File: src/rtl/button_encoder_pkg.sv
// Shared constants, encoder state type and small bit-vector helpers for button_encoder.
package button_encoder_pkg;

  localparam logic [15:0] DEBOUNCE_TIME = 16'd50000;
  localparam int          NUM_COLOURS   = 4;

  typedef enum logic [1:0] {
    ENC_IDLE_S    = 2'd0,
    ENC_PRESSED_S = 2'd1,
    ENC_MULTI_S   = 2'd2
  } enc_state_e;

  function automatic logic [2:0] count_set(input logic [NUM_COLOURS-1:0] v);
    logic [2:0] n;
    n = '0;
    for (int i = 0; i < NUM_COLOURS; i++) begin
      n = n + {2'b00, v[i]};
    end
    return n;
  endfunction

  function automatic logic [1:0] first_set(input logic [NUM_COLOURS-1:0] v);
    logic [1:0] idx;
    idx = '0;
    for (int i = NUM_COLOURS - 1; i >= 0; i--) begin
      if (v[i]) idx = 2'(i);
    end
    return idx;
  endfunction

endpackage

File: src/rtl/button_encoder_if.sv
// Board-side pins and controller-side outputs of button_encoder, plus encoder state for debug.
// IN/IN_VALID is a level-held valid with no ready: IN is meaningful only while IN_VALID=1,
// and IN_VALID stays high for as long as the accepted button remains (debounced) pressed.
interface button_encoder_if;
  import button_encoder_pkg::*;

  logic [3:0] BTN;
  logic       START_BTN;
  logic [1:0] IN;
  logic       IN_VALID;
  logic       START_GAME;
  enc_state_e dbg_state;

  modport master (
    input  BTN, START_BTN,
    output IN, IN_VALID, START_GAME, dbg_state
  );

  modport slave (
    output BTN, START_BTN,
    input  IN, IN_VALID, START_GAME, dbg_state
  );

endinterface

File: src/rtl/button_encoder_debounce.sv
// One input: 2-flop synchronizer followed by a stable-run counter debouncer.
module button_encoder_debounce #(
  parameter int unsigned DEBOUNCE_CYCLES = 50000,
  parameter int          CNT_W           = 16
) (
  input  logic CLK,
  input  logic RST_N,
  input  logic raw,
  output logic level
);

  localparam logic [CNT_W-1:0] CNT_LAST = CNT_W'(DEBOUNCE_CYCLES - 1);

  logic             sync1_q;
  logic             sync2_q;
  logic             level_q;
  logic [CNT_W-1:0] cnt_q;

  // The counter measures how long the synchronized value has disagreed with the stable level.
  always_ff @(posedge CLK or negedge RST_N) begin
    if (!RST_N) begin
      sync1_q <= 1'b0;
      sync2_q <= 1'b0;
      level_q <= 1'b0;
      cnt_q   <= '0;
    end else begin
      sync1_q <= raw;
      sync2_q <= sync1_q;
      if (sync2_q == level_q) begin
        cnt_q <= '0;
      end else if (cnt_q == CNT_LAST) begin
        level_q <= sync2_q;
        cnt_q   <= '0;
      end else begin
        cnt_q <= cnt_q + CNT_W'(1);
      end
    end
  end

  assign level = level_q;

endmodule

File: src/rtl/button_encoder.sv
// Conditions four colour buttons and a start button into IN/IN_VALID and START_GAME.
// Build option: define BUTTON_ACTIVE_LOW_EN for pull-up (active-low) buttons.
module button_encoder
  import button_encoder_pkg::*;
#(
  parameter int unsigned DEBOUNCE_CYCLES = DEBOUNCE_TIME,
  parameter int          CNT_W           = 16
) (
  input logic              CLK,
  input logic              RST_N,
  button_encoder_if.master bus
);

  logic [4:0]             raw_vec;
  logic [4:0]             lvl_vec;
  logic [NUM_COLOURS-1:0] d_vec;

`ifdef BUTTON_ACTIVE_LOW_EN
  assign raw_vec = ~{bus.START_BTN, bus.BTN};
`else
  assign raw_vec = {bus.START_BTN, bus.BTN};
`endif

  for (genvar i = 0; i < 5; i++) begin : g_deb
    button_encoder_debounce #(
      .DEBOUNCE_CYCLES (DEBOUNCE_CYCLES),
      .CNT_W           (CNT_W)
    ) u_deb (
      .CLK   (CLK),
      .RST_N (RST_N),
      .raw   (raw_vec[i]),
      .level (lvl_vec[i])
    );
  end

  assign d_vec = lvl_vec[NUM_COLOURS-1:0];

  enc_state_e state_q, state_d;
  logic [1:0] in_q, in_d;
  logic       valid_q, valid_d;

  always_ff @(posedge CLK or negedge RST_N) begin
    if (!RST_N) begin
      state_q <= ENC_IDLE_S;
      in_q    <= 2'd0;
      valid_q <= 1'b0;
    end else begin
      state_q <= state_d;
      in_q    <= in_d;
      valid_q <= valid_d;
    end
  end

  // First single press wins; anything ambiguous parks in MULTI until every button is released.
  always_comb begin
    state_d = state_q;
    in_d    = in_q;
    valid_d = valid_q;
    unique case (state_q)
      ENC_IDLE_S: begin
        valid_d = 1'b0;
        if (count_set(d_vec) == 3'd1) begin
          in_d    = first_set(d_vec);
          valid_d = 1'b1;
          state_d = ENC_PRESSED_S;
        end else if (d_vec != '0) begin
          state_d = ENC_MULTI_S;
        end
      end
      ENC_PRESSED_S: begin
        if (!d_vec[in_q]) begin
          valid_d = 1'b0;
          state_d = (d_vec != '0) ? ENC_MULTI_S : ENC_IDLE_S;
        end
      end
      ENC_MULTI_S: begin
        valid_d = 1'b0;
        if (d_vec == '0) state_d = ENC_IDLE_S;
      end
      default: begin
        valid_d = 1'b0;
        state_d = ENC_IDLE_S;
      end
    endcase
  end

  assign bus.IN         = in_q;
  assign bus.IN_VALID   = valid_q;
  assign bus.START_GAME = lvl_vec[4];
  assign bus.dbg_state  = state_q;

endmodule
File: src/flat_wrapper.sv
// flat-port wrapper written by rule: the top's interface ports become plain ports
module button_encoder_flat import button_encoder_pkg::*;
#(
  parameter int unsigned DEBOUNCE_CYCLES = DEBOUNCE_TIME,
  parameter int          CNT_W           = 16
)
  (CLK, RST_N, bus_BTN, bus_START_BTN, bus_IN, bus_IN_VALID, bus_START_GAME, bus_dbg_state);
  button_encoder_if bus_i ();
  input logic CLK;
  input logic RST_N;
  input wire logic [$bits(bus_i.BTN)-1:0] bus_BTN;
  input wire logic [$bits(bus_i.START_BTN)-1:0] bus_START_BTN;
  output wire logic [$bits(bus_i.IN)-1:0] bus_IN;
  output wire logic [$bits(bus_i.IN_VALID)-1:0] bus_IN_VALID;
  output wire logic [$bits(bus_i.START_GAME)-1:0] bus_START_GAME;
  output wire logic [$bits(bus_i.dbg_state)-1:0] bus_dbg_state;
  assign bus_i.BTN = bus_BTN;
  assign bus_i.START_BTN = bus_START_BTN;
  assign bus_IN = bus_i.IN;
  assign bus_IN_VALID = bus_i.IN_VALID;
  assign bus_START_GAME = bus_i.START_GAME;
  assign bus_dbg_state = bus_i.dbg_state;
  button_encoder #(.DEBOUNCE_CYCLES(DEBOUNCE_CYCLES), .CNT_W(CNT_W)) u_core (.CLK(CLK), .RST_N(RST_N), .bus(bus_i));
endmodule
File: config.mk
export PLATFORM = sky130hd
export DESIGN_NAME = button_encoder_flat
export DESIGN_NICKNAME = d
export VERILOG_FILES = /design/src/rtl/button_encoder_pkg.sv /design/src/rtl/button_encoder_if.sv /design/src/rtl/button_encoder_debounce.sv /design/src/rtl/button_encoder.sv /design/src/flat_wrapper.sv
export SDC_FILE = /design/constraint.sdc
export NUM_CORES = 1
export LEC_CHECK = 0
export CAP_MARGIN = 20
export CORE_ASPECT_RATIO = 0.6
export CORE_MARGIN = 2
export CORE_UTILIZATION = 55
export DETAILED_ROUTE_END_ITERATION = 10
export PLACE_DENSITY = 0.81
export SLEW_MARGIN = 20
export SYNTH_ARGS = -nofsm -noshare
export SYNTH_HDL_FRONTEND = slang
export SYNTH_SLANG_ARGS = --single-unit
export TNS_END_PERCENT = 10
File: constraint.sdc
create_clock -name CLK -period 2.8 [get_ports CLK]
set_clock_uncertainty 0.05 [all_clocks]
set_input_delay 0.56 -clock CLK [delete_from_list [all_inputs] [get_ports CLK]]
set_output_delay 0.56 -clock CLK [all_outputs]
set_load 0.02 [all_outputs]
==> impl_metrics.json <==
{
  "synthCells": 456,
  "syn_to_final_growth_pct": 11.60,
  "max_freq_mhz": 394.1,
  "grt_max_degree": 68,
  "layout-drive-gt1-share": 0.06889,
  "drcViolationCount": 0,
  "cts_max_path_buffers": 2,
  "hp-class": "in2async",
  "dp_hpwl_mm": 5.753,
  "path_cells": "inv_1, ha_1, fa_1, ha_1, nand2b_1, nor4_1, buf_4, mux2_2",
  "setup_violations": 0,
  "drv_cap": 0,
  "vias": 3247,
  "synth_area_mm2": 0.004736,
  "setup.worst_path.end": "u_core.bus.IN[0]",
  "syn_nets": 472,
  "r2r.worst_path.cells": 8,
  "synth-edff-count": 0,
  "setup.worst_path.end_class": "flop",
  "clock-sinks": 100,
  "drt_iter0_drc": 248,
  "cts_tree": "done",
  "crit_path_start_kind": "flop",
  "worst_path_max_delay_cell": "dfrtp_1",
  "final_max_slew_viol_count": 0,
  "hold_slack_ps": 114.5,
  "cts_setup_buffers": 0,
  "antenna_left": 0,
  "antenna_found_initial": 0,
  "synth_top_cell_by_area": "dfrtp_1",
  "grt_pass1_wl_mm": 14.08,
  "overflow": 0,
  "min_period_ps": 2537,
  "fin_area_mm2": 0.005285,
  "track_usage": 0.1964,
  "fin_crit_sh": 0.9062,
  "die_area_mm2": 0.009393,
  "vias_per_cell": 5.494,
  "grt_pass1_vias": 3042,
  "pin_count": 13,
  "tns_ps": 0,
  "cts_buffers": 9,
  "wirelength_mm": 8.413,
  "synth_top_area_share": 0.5284,
  "total_power_mw": 2.898,
  "path_clk_slew_ps": 70,
  "portBuffers": 12,
  "synth_ff_type": "dfrtp_1",
  "gp_congestion": 0.8398,
  "initial_core_util": 0.5621,
  "wl_per_cell_um": 14.24,
  "critPathLaunch": "u_core.g_deb[1].u_deb.level",
  "floorplan.die.height_um": 75.88,
  "path_max_fanout": 6,
  "relSlewSlack": 0.4205,
  "crit_path_frequent_cell": "ha_1",
  "cp_num_cells": 8,
  "seq_area_frac_synth": 0.5284,
  "powerDensity_mw_per_mm2": 548.3,
  "async_flop_share": 1.000,
  "synth_common_cells": "102 x nor2_1, 100 x dfrtp_1, 63 x xnor2_1, 29 x nand3_1, 28 x nor4_1",
  "hold_buffers": 0,
  "reg2reg_to": "u_core.bus.IN[0]",
  "ys_top_cells_by_area": "dfrtp_1 53%, xnor2_1 12%, nor2_1 8.1%, nor4_1 3.7%, nand3_1 3.1%",
  "required_ps": 2980,
  "synth_most_common_cell": "nor2_1",
  "dpl-instance-area_mm2": 0.004969,
  "syn_avg_cell_area_um2": 10.39,
  "drtPass1Iterations": 6,
  "vdd_drop_max_mv": 0.3658,
  "final_nets": 491,
  "cts_root_buf": "clkbuf_16",
  "fillers": 687,
  "yosysWarningCount": 0,
  "worst_slew_pin_slew_ps": 866.3,
  "cp_num_buf_inv": 2,
  "outcome": "complete, no violations",
  "synth.distinct_cells": 29,
  "ys_seq_elements": 100,
  "crit-reg2reg-launch": "u_core.g_deb[1].u_deb.level",
  "antenna_cells": 0,
  "critPathKind": "reg2reg",
  "die_x_um": 123.8,
  "coreArea_mm2": 0.008426,
  "hold_violations": 0,
  "htree_levels": 3,
  "num_rows": 26,
  "rsz0062_at_grt": "false",
  "cp.arrival_ps": 2720,
  "critPathMaxStageDelay_ps": 440,
  "leakage_nw": 2.152,
  "critPathTopFamily": "adder cells",
  "rrSetupSlack_ps": 260,
  "cts-resized-gates": 0,
  "clkLatencyLatePin_ps": 340
}
[registers in the layout, indices dropped and copies added, names as in the netlist]
signal,cells
u_core.g_deb.u_deb.cnt_q,80
u_core.bus.IN,2
u_core.g_deb.u_deb.sync2_q,5
u_core.bus.IN_VALID,1
u_core.g_deb.u_deb.sync1_q,5
u_core.bus.dbg_state,2
u_core.g_deb.u_deb.level,5
[layout by cell type, fill, tap and decap left out, drive strengths merged, types with 2 or more instances in the layout]
| master | instances |
|---|---|
| a31o | 2 |
| buf | 3 |
| bufinv | 2 |
| clkbuf | 11 |
| clkdlybuf4s50 | 11 |
| clkinv | 2 |
| dfrtp | 100 |
| ha | 8 |
| inv | 21 |
| mux2 | 7 |
| nand2 | 22 |
| nand2b | 2 |
| nand3 | 30 |
| nand3b | 2 |
| nand4 | 17 |
| nor2 | 102 |
| nor3 | 20 |
| nor4 | 29 |
| o41ai | 4 |
| xnor2 | 63 |
| xor2 | 12 |
[cell families (layout without fill, tap and decap cells)]
kind of cell             count (synthesis)  count (layout)  share of synthesized area
AND/OR/NAND/NOR                        227             227                     0.2251
flip-flops                             100             100                     0.5284
XOR/XNOR                                75              75                     0.1387
buffers and inverters                   27              50                    0.02774
AO/OA/AOI/OAI                           10              10                    0.03329
adder cells (fa/ha/maj)                  9               9                    0.02536
multiplexers                             8               8                    0.02140
[through the flow]
step / worst slack (ps) / instances / utilization
final: 262.8 / 591 / 0.6273
after global routing: 114.6 / 591 / 0.6273
after CTS: 257.5 / 591 / 0.6273
after detailed placement: 259.8 / 576 / 0.5897
after global placement: 431.4 / 576 / 0.5897
after floorplan: 240.9 / 456 / -
[per-layer routing]
layer / wire, um / track usage / part of all wire
met5: 0 / 0 / 0
met4: 129 / 0.07071 / 0.015
met3: 348 / 0.06063 / 0.041
met2: 3885 / 0.2985 / 0.46
met1: 4050 / 0.2699 / 0.48
[final cells by class]
class / instances / area, um2 / area share
Clock buffer: 11 / 242.7 / 0.04593
Sequential cell: 100 / 2502 / 0.4735
Clock inverter: 4 / 73.82 / 0.01397
Tap cell: 112 / 140.1 / 0.02652
Timing Repair Buffer: 14 / 145.1 / 0.02746
Multi-Input combinational cell: 329 / 2102 / 0.3977
Inverter: 21 / 78.83 / 0.01491
[power breakdown]
part	internal, mW	switching [mW]	total (mW)
clock network	0.802	0.505	1.31
logic	0.0340	0.0637	0.0977
registers	1.47	0.0237	1.49
total	2.31	0.592	2.90
[worst min path at each step]
| stage | end |
|---|---|
| floorplan | u_core.bus.IN[0] |
| global placement | u_core.g_deb[4].u_deb.sync2_q |
| detailed placement | u_core.g_deb[4].u_deb.sync2_q |
| CTS | u_core.g_deb[0].u_deb.cnt_q[15] |
| global route | u_core.g_deb[0].u_deb.cnt_q[15] |
| finish | u_core.g_deb[0].u_deb.cnt_q[0] |
No activity file was read; power rests on OpenSTA's default activity.
